===== config.mk =====
export PLATFORM = sky130hd
export DESIGN_NAME = regbank_scoreboard_flat
export DESIGN_NICKNAME = d
export VERILOG_FILES = /design/src/rtl/regbank_scoreboard_pkg.sv /design/src/rtl/regbank_scoreboard_if.sv /design/src/rtl/regbank_scoreboard_sb_cnt.sv /design/src/rtl/regbank_scoreboard.sv /design/src/flat_wrapper.sv
export SDC_FILE = /design/constraint.sdc
export NUM_CORES = 2
export LEC_CHECK = 0
export BUFFER_PORTS_ARGS = -buffer_cell sky130_fd_sc_hd__buf_2
export CAP_MARGIN = 20
export CORE_MARGIN = 2
export CORE_UTILIZATION = 45
export DETAILED_ROUTE_END_ITERATION = 8
export PLACE_DENSITY = 0.63
export SETUP_SLACK_MARGIN = 0.3
export SYNTH_ARGS = -nofsm -noshare
export SYNTH_HDL_FRONTEND = slang
export SYNTH_HIERARCHICAL = 1
export SYNTH_SLANG_ARGS = --single-unit

===== constraint.sdc =====
create_clock -name clock -period 78.8 [get_ports clock]
set_input_delay 11.82 -clock clock [delete_from_list [all_inputs] [get_ports clock]]
set_output_delay 11.82 -clock clock [all_outputs]
set_load 0.005 [all_outputs]

===== src/rtl/regbank_scoreboard_pkg.sv =====
// Shared defaults for the register bank with pending-write scoreboard.
// Holds the default geometry and a helper that gives the largest value a
// pending-write counter of a given width can hold.
package regbank_scoreboard_pkg;

  localparam int DefAddrBits = 5;
  localparam int DefWordW    = 32;
  localparam int DefCntBits  = 2;

  // Largest in-flight write count a CNT_BITS-wide counter can hold.
  function automatic int cntMax(input int cntBits);
    return (1 << cntBits) - 1;
  endfunction

endpackage


===== src/rtl/regbank_scoreboard_if.sv =====
// Bus between decode/writeback and the register bank.
// Carries the writeback port (regWrite/writeReg/writeData), the two read
// ports (readReg1/2 -> readData1/2), the issue request (issue_valid, use1,
// use2, issue_dest, has_dest) and the scoreboard status (stall, sb_error).
//   master : pipeline side, drives requests and observes data/status
//   slave  : register bank side
interface regbank_scoreboard_if
  import regbank_scoreboard_pkg::*;
#(
  parameter int ADDR_BITS = DefAddrBits,
  parameter int WORD_W    = DefWordW
);

  logic                 regWrite;
  logic [ADDR_BITS-1:0] writeReg;
  logic [WORD_W-1:0]    writeData;
  logic [ADDR_BITS-1:0] readReg1;
  logic [ADDR_BITS-1:0] readReg2;
  logic [WORD_W-1:0]    readData1;
  logic [WORD_W-1:0]    readData2;
  logic                 issue_valid;
  logic                 use1;
  logic                 use2;
  logic [ADDR_BITS-1:0] issue_dest;
  logic                 has_dest;
  logic                 stall;
  logic                 sb_error;

  modport master (
    output regWrite, writeReg, writeData, readReg1, readReg2,
    output issue_valid, use1, use2, issue_dest, has_dest,
    input  readData1, readData2, stall, sb_error
  );

  modport slave (
    input  regWrite, writeReg, writeData, readReg1, readReg2,
    input  issue_valid, use1, use2, issue_dest, has_dest,
    output readData1, readData2, stall, sb_error
  );

endinterface


===== src/rtl/regbank_scoreboard_sb_cnt.sv =====
// Pending-write counter for one register.
//   clock, reset : rising-edge clock, asynchronous active-high reset
//   inc          : an instruction writing this register was issued
//   dec          : a writeback to this register retired
//   cnt          : current number of in-flight writes
//   nonzero      : cnt != 0
//   atMax        : cnt is at its largest value
//   underflow    : dec requested while cnt == 0 (retire without an issue)
// inc and dec together leave the count unchanged. The count never wraps:
// it holds at 0 on a stray retire and at max if incremented there.
module regbank_scoreboard_sb_cnt
  import regbank_scoreboard_pkg::*;
#(
  parameter int CNT_BITS = DefCntBits
) (
  input  logic                clock,
  input  logic                reset,
  input  logic                inc,
  input  logic                dec,
  output logic [CNT_BITS-1:0] cnt,
  output logic                nonzero,
  output logic                atMax,
  output logic                underflow
);

  localparam logic [CNT_BITS-1:0] CntMax = CNT_BITS'(cntMax(CNT_BITS));

  assign nonzero   = (cnt != '0);
  assign atMax     = (cnt == CntMax);
  assign underflow = dec && !nonzero;

  always_ff @(posedge clock or posedge reset) begin
    if (reset) begin
      cnt <= '0;
    end else if (inc && !dec && !atMax) begin
      cnt <= cnt + CNT_BITS'(1);
    end else if (dec && !inc && nonzero) begin
      cnt <= cnt - CNT_BITS'(1);
    end
  end

endmodule


===== src/rtl/regbank_scoreboard.sv =====
// Register bank with write-through bypass and pending-write scoreboard.
// One write port, two combinational read ports, optional hardwired-zero
// register 0, and one pending-write counter per register. Decode presents
// an instruction on the issue signals; stall refuses it on a RAW hazard
// (a source still has an outstanding write) or when the destination's
// counter is saturated. Writeback retires one pending write per regWrite.
//   clock, reset : rising-edge clock, asynchronous active-high reset
//   bus (slave)  : writeback, read ports, issue request, stall, sb_error
// Parameters: ADDR_BITS (depth = 1<<ADDR_BITS), WORD_W, ZERO_REG, CNT_BITS.
module regbank_scoreboard
  import regbank_scoreboard_pkg::*;
#(
  parameter int ADDR_BITS = DefAddrBits,
  parameter int WORD_W    = DefWordW,
  parameter bit ZERO_REG  = 1'b1,
  parameter int CNT_BITS  = DefCntBits
) (
  input logic                  clock,
  input logic                  reset,
  regbank_scoreboard_if.slave  bus
);

  localparam int Depth = 1 << ADDR_BITS;

  logic [WORD_W-1:0]   bank [Depth];
  logic [CNT_BITS-1:0] cntArr [Depth];
  logic [Depth-1:0]    incVec;
  logic [Depth-1:0]    decVec;
  logic [Depth-1:0]    nonzeroVec;
  logic [Depth-1:0]    atMaxVec;
  logic [Depth-1:0]    underflowVec;

  logic retire;
  logic accept;
  logic srcHaz1;
  logic srcHaz2;
  logic wawSat;
  logic sbError;

  // Register 0 behaves as a constant when ZERO_REG is set.
  function automatic logic isHardZero(input logic [ADDR_BITS-1:0] addr);
    return ZERO_REG && (addr == '0);
  endfunction

  assign retire = bus.regWrite && !isHardZero(bus.writeReg);

  // A source whose only outstanding write retires this very cycle is
  // already satisfied through the bypass, so it does not stall.
  assign srcHaz1 = bus.use1 && !isHardZero(bus.readReg1) && nonzeroVec[bus.readReg1]
                && !(retire && (bus.writeReg == bus.readReg1)
                     && (cntArr[bus.readReg1] == CNT_BITS'(1)));
  assign srcHaz2 = bus.use2 && !isHardZero(bus.readReg2) && nonzeroVec[bus.readReg2]
                && !(retire && (bus.writeReg == bus.readReg2)
                     && (cntArr[bus.readReg2] == CNT_BITS'(1)));

  // A retire to the destination in the same cycle frees a slot, so the
  // counter stays at max instead of overflowing.
  assign wawSat = bus.has_dest && !isHardZero(bus.issue_dest) && atMaxVec[bus.issue_dest]
               && !(retire && (bus.writeReg == bus.issue_dest));

  assign bus.stall = bus.issue_valid && (srcHaz1 || srcHaz2 || wawSat);

  assign accept = bus.issue_valid && !bus.stall && bus.has_dest
               && !isHardZero(bus.issue_dest);

  for (genvar r = 0; r < Depth; r++) begin : gCnt
    assign incVec[r] = accept && (bus.issue_dest == ADDR_BITS'(r));
    assign decVec[r] = retire && (bus.writeReg == ADDR_BITS'(r));

    regbank_scoreboard_sb_cnt #(
      .CNT_BITS (CNT_BITS)
    ) uCnt (
      .clock     (clock),
      .reset     (reset),
      .inc       (incVec[r]),
      .dec       (decVec[r]),
      .cnt       (cntArr[r]),
      .nonzero   (nonzeroVec[r]),
      .atMax     (atMaxVec[r]),
      .underflow (underflowVec[r])
    );
  end

  always_ff @(posedge clock or posedge reset) begin
    if (reset) begin
      for (int i = 0; i < Depth; i++) begin
        bank[i] <= '0;
      end
    end else if (retire) begin
      bank[bus.writeReg] <= bus.writeData;
    end
  end

  // Sticky: a retire with nothing pending means the pipeline lost track.
  always_ff @(posedge clock or posedge reset) begin
    if (reset) begin
      sbError <= 1'b0;
    end else if (|underflowVec) begin
      sbError <= 1'b1;
    end
  end

  assign bus.sb_error = sbError;

  assign bus.readData1 = isHardZero(bus.readReg1) ? '0 :
                         (bus.regWrite && (bus.writeReg == bus.readReg1)) ? bus.writeData :
                         bank[bus.readReg1];
  assign bus.readData2 = isHardZero(bus.readReg2) ? '0 :
                         (bus.regWrite && (bus.writeReg == bus.readReg2)) ? bus.writeData :
                         bank[bus.readReg2];

endmodule

===== src/flat_wrapper.sv =====
// flat-port wrapper written by rule: the top's interface ports become plain ports
module regbank_scoreboard_flat import regbank_scoreboard_pkg::*;
#(
  parameter int ADDR_BITS = DefAddrBits,
  parameter int WORD_W    = DefWordW,
  parameter bit ZERO_REG  = 1'b1,
  parameter int CNT_BITS  = DefCntBits
)
  (clock, reset, bus_regWrite, bus_writeReg, bus_writeData, bus_readReg1, bus_readReg2, bus_issue_valid, bus_use1, bus_use2, bus_issue_dest, bus_has_dest, bus_readData1, bus_readData2, bus_stall, bus_sb_error);
  regbank_scoreboard_if #(.ADDR_BITS(ADDR_BITS), .WORD_W(WORD_W)) bus_i ();
  input logic clock;
  input logic reset;
  input wire logic [$bits(bus_i.regWrite)-1:0] bus_regWrite;
  input wire logic [$bits(bus_i.writeReg)-1:0] bus_writeReg;
  input wire logic [$bits(bus_i.writeData)-1:0] bus_writeData;
  input wire logic [$bits(bus_i.readReg1)-1:0] bus_readReg1;
  input wire logic [$bits(bus_i.readReg2)-1:0] bus_readReg2;
  input wire logic [$bits(bus_i.issue_valid)-1:0] bus_issue_valid;
  input wire logic [$bits(bus_i.use1)-1:0] bus_use1;
  input wire logic [$bits(bus_i.use2)-1:0] bus_use2;
  input wire logic [$bits(bus_i.issue_dest)-1:0] bus_issue_dest;
  input wire logic [$bits(bus_i.has_dest)-1:0] bus_has_dest;
  output wire logic [$bits(bus_i.readData1)-1:0] bus_readData1;
  output wire logic [$bits(bus_i.readData2)-1:0] bus_readData2;
  output wire logic [$bits(bus_i.stall)-1:0] bus_stall;
  output wire logic [$bits(bus_i.sb_error)-1:0] bus_sb_error;
  assign bus_i.regWrite = bus_regWrite;
  assign bus_i.writeReg = bus_writeReg;
  assign bus_i.writeData = bus_writeData;
  assign bus_i.readReg1 = bus_readReg1;
  assign bus_i.readReg2 = bus_readReg2;
  assign bus_i.issue_valid = bus_issue_valid;
  assign bus_i.use1 = bus_use1;
  assign bus_i.use2 = bus_use2;
  assign bus_i.issue_dest = bus_issue_dest;
  assign bus_i.has_dest = bus_has_dest;
  assign bus_readData1 = bus_i.readData1;
  assign bus_readData2 = bus_i.readData2;
  assign bus_stall = bus_i.stall;
  assign bus_sb_error = bus_i.sb_error;
  regbank_scoreboard #(.ADDR_BITS(ADDR_BITS), .WORD_W(WORD_W), .ZERO_REG(ZERO_REG), .CNT_BITS(CNT_BITS)) u_core (.clock(clock), .reset(reset), .bus(bus_i));
endmodule

== Word-level counts from Yosys, hierarchy flattened ==
Index checks and enable logic that the tools add are counted.
Cells by class
  reductions and logical operators: 453
  muxes and demuxes: 89
  equality and inequality tests: 99
  $lt $le $gt $ge: 7
  add/subtract/negate cells: 64
  bitwise gates (word level): 3
Operators by type and width (number)
  bitwise mux 1024 bit: 1
  binary-select mux 32 bit (select 5 bit): 2
  2-to-1 mux 32 bit: 9
  logical AND 1 bit: 246
  demux 32 bit (select 5 bit): 1
  == test 5 bit, second input constant: 32
  zero test 1 bit: 136
  2-to-1 mux 2 bit: 68
  nonzero test 2 bit: 64
  == test 5 x 4 -> 1 bit, second input constant: 16
  adder 2 x 1 -> 2 bit, second input constant: 32
  == test 2 bit, second input constant: 32
  subtractor 2 x 1 -> 2 bit, second input constant: 32
  == test 5 x 3 -> 1 bit, second input constant: 8
  OR reduction 32 bit: 1
  binary-select mux 2 bit (select 5 bit): 2
  == test 5 x 2 -> 1 bit, second input constant: 4
  zero test 5 bit: 4
  >= comparator 6 bit, second input constant: 3
  less-than comparator 5 x 6 -> 1 bit, second input constant: 3
  NOT 5 -> 6 bit: 3
  binary-select mux 1 bit (select 5 bit): 3
  == test 5 bit: 3
  == test 5 x 1 -> 1 bit, second input constant: 2
  4 further kinds: 8
Word-level totals
  bits of input ports: 59
  output and inout bits: 66
  bits in registers: 1089
  word-level logic and storage cells: 780

== Longest topological paths before layout ==
  depth after elaboration: 21
  mapped depth: 15
  gate-level depth less buffers: 11

== By module ==
The synthesis kept the hierarchy.
Modules (own cells, without submodules)
  regbank_scoreboard: cells an instance 4508, sequential area each 25649.6 um^2, area each 57751.6 um^2, times used 1
  regbank_scoreboard_sb_cnt: cells an instance 17, sequential area each 50.0 um^2, area each 141.4 um^2, times used 32

== Worst setup path after synthesis ==
OpenSTA, ideal clock, no wires.
  path type: input -> output
  from: input bus_readReg1[0]
  to: output bus_readData1[15]
  setup slack: 53.348 ns
  path buffers: 4
  stages: 8
  arrival: 13.632 ns
  cell sequence: buf_4 buf_8 buf_6 buf_4 mux4_2 mux4_2 mux2i_1 a211oi_1
On the way
  cells in the longest elaborated chain, start to end: 6
  elaborated cells on any way between the ends: 9
  classes of those cells: eq/ne: 1; mux: 5; bitwise: 1; reduce/logical: 2
Ends and longest elaborated chain
  from (decl): line flat_wrapper.sv:16  | input wire logic [$bits(bus_i.readReg1)-1:0] bus_readReg1;
  NOT 5 -> 6 bit (implied by the code): line regbank_scoreboard.sv:107  | bank[bus.readReg1];
  binary-select mux 32 bit (select 5 bit): line regbank_scoreboard.sv:107
  2-to-1 mux 32 bit (implied by the code) (2 in series): line regbank_scoreboard.sv:107
  2-to-1 mux 32 bit: line regbank_scoreboard.sv:106  | (bus.regWrite && (bus.writeReg == bus.readReg1)) ? bus.writeData :
  2-to-1 mux 32 bit (*): line regbank_scoreboard.sv:105  | assign bus.readData1 = isHardZero(bus.readReg1) ? '0 :
  to (decl): line flat_wrapper.sv:23  | output wire logic [$bits(bus_i.readData1)-1:0] bus_readData1;
Mark *: on every way between the ends. The rest lies on a longest branch, timed or not. The select of a mux whose other input is x is not followed.

== Worst setup path in the final report ==
  from: input bus_readReg1[1]
  to: output bus_readData1[16]
The elaborated chain is that of the path after synthesis.

==> run_summary.xml <==
<?xml version="1.0" encoding="UTF-8"?>
<metrics>
  <group name="detailed_routing">
    <metric name="drt.antenna.violating_nets" unit="">0</metric>
    <metric name="vias_per_cell" unit="">6.40</metric>
    <metric name="detail_route.wl_per_cell" unit="um">29.9</metric>
    <metric name="first_pass_iters" unit="">6</metric>
    <metric name="vias" unit="">43500</metric>
    <metric name="detail_route.drc_violations" unit="">0</metric>
    <metric name="drt_iter0_drc" unit="">4838</metric>
    <metric name="drt_wl_total" unit="um">204000</metric>
  </group>
  <group name="synth">
    <metric name="synth-compound-area-share" unit="">0.0320</metric>
    <metric name="yosysSeqAreaShare" unit="">0.438</metric>
    <metric name="post_synth_mux_area_share" unit="">0.360</metric>
    <metric name="area_share_of_the_largest_cell_type_after_synthesis" unit="">0.438</metric>
    <metric name="synth_top_area_cell" unit="">dfrtp_1</metric>
    <metric name="syn_std_cell_area" unit="um^2">62300</metric>
    <metric name="netlist-cell-type-count" unit="">67</metric>
    <metric name="yosysMostFrequentCell" unit="">nand2_1</metric>
    <metric name="synthTopCellsByCount" unit="">nand2_1, dfrtp_1, mux2_2</metric>
    <metric name="ys.flop_type" unit="">dfrtp_1</metric>
    <metric name="yosysWarnings" unit="">6</metric>
    <metric name="dominant_combinational_cell_family_by_area_after_synthesis" unit="">multiplexers</metric>
    <metric name="yosys_register_bits" unit="">1089</metric>
    <metric name="share_of_the_synthesized_netlist_area_taken_by_xor_and_xnor_gates" unit="">0.00211</metric>
    <metric name="synthArstFlopShare" unit="">1.00</metric>
    <metric name="synth_enable_flop_cells" unit="">0</metric>
    <metric name="synthAdderAreaFrac" unit="">0</metric>
    <metric name="synth_area_per_cell" unit="um^2">12.3</metric>
    <metric name="synth-simple-area-share" unit="">0.124</metric>
    <metric name="synthesis.instances" unit="">5052</metric>
    <metric name="synth_area_leaders" unit="">dfrtp_1, mux4_2, mux2_2</metric>
  </group>
  <group name="critical_path">
    <metric name="max_stage_delay_cell_worst_path" unit="">buf_4</metric>
    <metric name="cp_cell_sequence" unit="">buf_8 &gt; buf_4 &gt; buf_4 &gt; mux4_2 &gt; mux4_2 &gt; mux2i_1 &gt; a211oi_1 &gt; buf_2</metric>
    <metric name="cp-endpoint" unit="">bus_readData1[16]</metric>
    <metric name="crit_path_category" unit="">in -&gt; out</metric>
    <metric name="worst-path-buf-inv" unit="">4</metric>
    <metric name="critical_path.reg2reg.endpoint" unit="">u_core/gCnt[21].uCnt/cnt[0]</metric>
    <metric name="worst-r2r-setup-slack" unit="ns">75.33</metric>
    <metric name="ff2ff_path_depth" unit="">11</metric>
    <metric name="critPathMaxStageDelay" unit="ns">0.95</metric>
    <metric name="worst_ep_required" unit="ns">66.98</metric>
    <metric name="cp.arrival" unit="ns">16.14</metric>
    <metric name="worst_setup_startpoint" unit="">bus_readReg1[1]</metric>
    <metric name="crit_fanout" unit="">74</metric>
    <metric name="path_delay_family" unit="">buffers and inverters</metric>
    <metric name="critical_path.startpoint_type" unit="">input port</metric>
    <metric name="worstReg2RegStart" unit="">u_core/gCnt[25].uCnt/cnt[0]</metric>
    <metric name="timing.critical_path.depth" unit="">8</metric>
    <metric name="worst_setup_path_end_kind" unit="">primary output</metric>
  </group>
  <group name="cts">
    <metric name="tritoncts_num_sinks" unit="">1089</metric>
    <metric name="tritoncts.num_buffers" unit="">115</metric>
    <metric name="cts_post_setup_buffers_inserted" unit="">0</metric>
    <metric name="ctsHoldBuffers" unit="">0</metric>
    <metric name="htree_levels" unit="">3</metric>
    <metric name="cts_resized" unit="">0</metric>
    <metric name="insertion_delay" unit="ns">0.74</metric>
    <metric name="path_clk_slew" unit="ns">0.06</metric>
    <metric name="root_buffer" unit="">clkbuf_16</metric>
    <metric name="ctsLongestPathBuffers" unit="">3</metric>
    <metric name="cts_tree" unit="">built</metric>
  </group>
  <group name="global_route">
    <metric name="track_usage" unit="">0.291</metric>
    <metric name="antenna_found_initial" unit="">6</metric>
    <metric name="grt-ovfl-total" unit="">0</metric>
    <metric name="vias_in_the_first_global_route" unit="">43900</metric>
    <metric name="grt_max_degree" unit="">166</metric>
    <metric name="first_pass_grt_wire_length" unit="um">302000</metric>
  </group>
  <group name="floorplan">
    <metric name="floorplan.rows" unit="">136</metric>
    <metric name="initial_utilization" unit="">0.453</metric>
    <metric name="die_w" unit="um">376</metric>
    <metric name="chipHeight" unit="um">376</metric>
    <metric name="die_area" unit="um^2">141000</metric>
    <metric name="ioPinCount" unit="">125</metric>
    <metric name="placeableCoreArea" unit="um^2">137000</metric>
  </group>
  <group name="finish">
    <metric name="utilization" unit="">0.495</metric>
    <metric name="drive_gt1_frac" unit="">0.373</metric>
    <metric name="nNetsFinal" unit="">4968</metric>
    <metric name="area_delta_synth_final" unit="%">9.22</metric>
  </group>
  <group name="worst_hold_path">
    <metric name="hold_class" unit="">reg -&gt; reg</metric>
    <metric name="hold_path_startpoint" unit="">u_core/bank[1006]</metric>
    <metric name="holdPathStages" unit="">0</metric>
  </group>
  <group name="timing">
    <metric name="finalCritPeriodShare" unit="">0.355</metric>
    <metric name="min_period" unit="ns">27.96</metric>
    <metric name="max-slew-margin-rel" unit="">0.251</metric>
    <metric name="setup_viol" unit="">0</metric>
    <metric name="report.final.slew_viol_count" unit="">0</metric>
    <metric name="hold_viol_final" unit="">0</metric>
    <metric name="worst-slew-pin-transition" unit="ns">1.12</metric>
    <metric name="final.setup.worst_slack" unit="ns">50.84</metric>
    <metric name="clock_skew" unit="ns">0.0111</metric>
    <metric name="fin_hold_ws" unit="ns">0.394</metric>
    <metric name="rsz0062_at_grt" unit="">no</metric>
    <metric name="final.setup.tns" unit="ns">0</metric>
    <metric name="clock.fmax" unit="MHz">35.8</metric>
  </group>
  <group name="power_and_ir_drop">
    <metric name="static-leakage-power" unit="uW">0.0299</metric>
    <metric name="powerDensity" unit="nW/um^2">25.0</metric>
    <metric name="vdd_ir_drop_max" unit="mV">0.0174</metric>
  </group>
  <group name="job">
    <metric name="drv_cap" unit="">0</metric>
  </group>
  <group name="place">
    <metric name="half_perimeter_wire_length_after_placement" unit="um">112000</metric>
    <metric name="place_worst_setup_slack" unit="ns">50.91</metric>
    <metric name="place.port_buffers" unit="">124</metric>
    <metric name="final_weighted_congestion_in_routability_driven_placement" unit="">0.853</metric>
  </group>
  <group name="outcome">
    <metric name="status" unit="">finished clean</metric>
  </group>
</metrics>
stage by stage:
step	std cells	total power [uW]	instance area (um^2)
global route	6803	1770	68000
global placement	6585	1090	63700
CTS	6803	1710	68000
finish	6805	1700	68000
detailed placement	6586	1100	63800
floorplan	5060	1000	62300
final cells by class:
type	instances	area (um^2)
multi-input cells	3395	32500
fillers	11900	69500
flip-flops and latches	1089	27300
clock inverters	60	943
repair buffers	215	1420
diodes	2	5.00
well taps	1794	2240
inverters	93	362
clock buffers	157	3310
power breakdown:
group	leakage [uW]	internal (uW)	switching, uW
sequential	0.0141	661	80.3
clock	0.00206	363	244
combinational	0.0138	202	152
total	0.0299	1230	476
flip-flops by register name, summed over array words and instances (netlist names):
signal	count
u_core/bus.sb_error	1
u_core/gCnt.uCnt/cnt	64
u_core/bank	1024
kinds of logic after synthesis:
kind of cell / Yosys count
compound gates: 287
mux: 1379
simple gates: 1705
buf+inv: 576
flops: 1089
xor+xnor: 15
other cells: 1
worst reg2reg max path, delay by kind of cell, from the launching register on:
kind | cells | cell delay (ns)
AO/OA/AOI/OAI | 4 | 0.60
AND/OR/NAND/NOR | 5 | 1.49
flip-flops | 1 | 0.47
multiplexers | 2 | 0.79
cell usage in the layout (no fill, tap or decap), types with 35 or more instances in the layout:
cell | Yosys | routed
nand2_1 | 1113 | 1107
dfrtp_1 | 1089 | 1089
mux2_2 | 645 | 645
mux4_2 | 621 | 621
nor2_1 | 152 | 139
clkbuf_16 | 0 | 116
buf_2 | 74 | 115
mux2i_1 | 111 | 111
a211oi_1 | 104 | 104
buf_4 | 32 | 90
inv_1 | 91 | 78
nand2b_1 | 72 | 72
nor2b_1 | 71 | 70
a21oi_1 | 58 | 58
nor3_2 | 32 | 37
nor3_1 | 40 | 35
how the worst min path moves through the flow:
| stage | slack [ns] | end |
|---|---|---|
| after floorplan | 0.44 | u_core/bank[1000] |
| after global placement | 0.38 | u_core/bank[1006] |
| after detailed placement | 0.38 | u_core/bank[1005] |
| after CTS | 0.40 | u_core/bank[1005] |
| after global routing | 0.41 | u_core/bank[1000] |
| final | 0.39 | u_core/bank[1006] |
metal layers:
metal	global-route usage	vias up	part of all wire
li1	-	17900	-
met1	0.387	23000	0.39
met2	0.468	2124	0.47
met3	0.0494	535	0.084
met4	0.138	4	0.053
met5	0	-	0.00012
No activity file was read; power rests on OpenSTA's default activity.
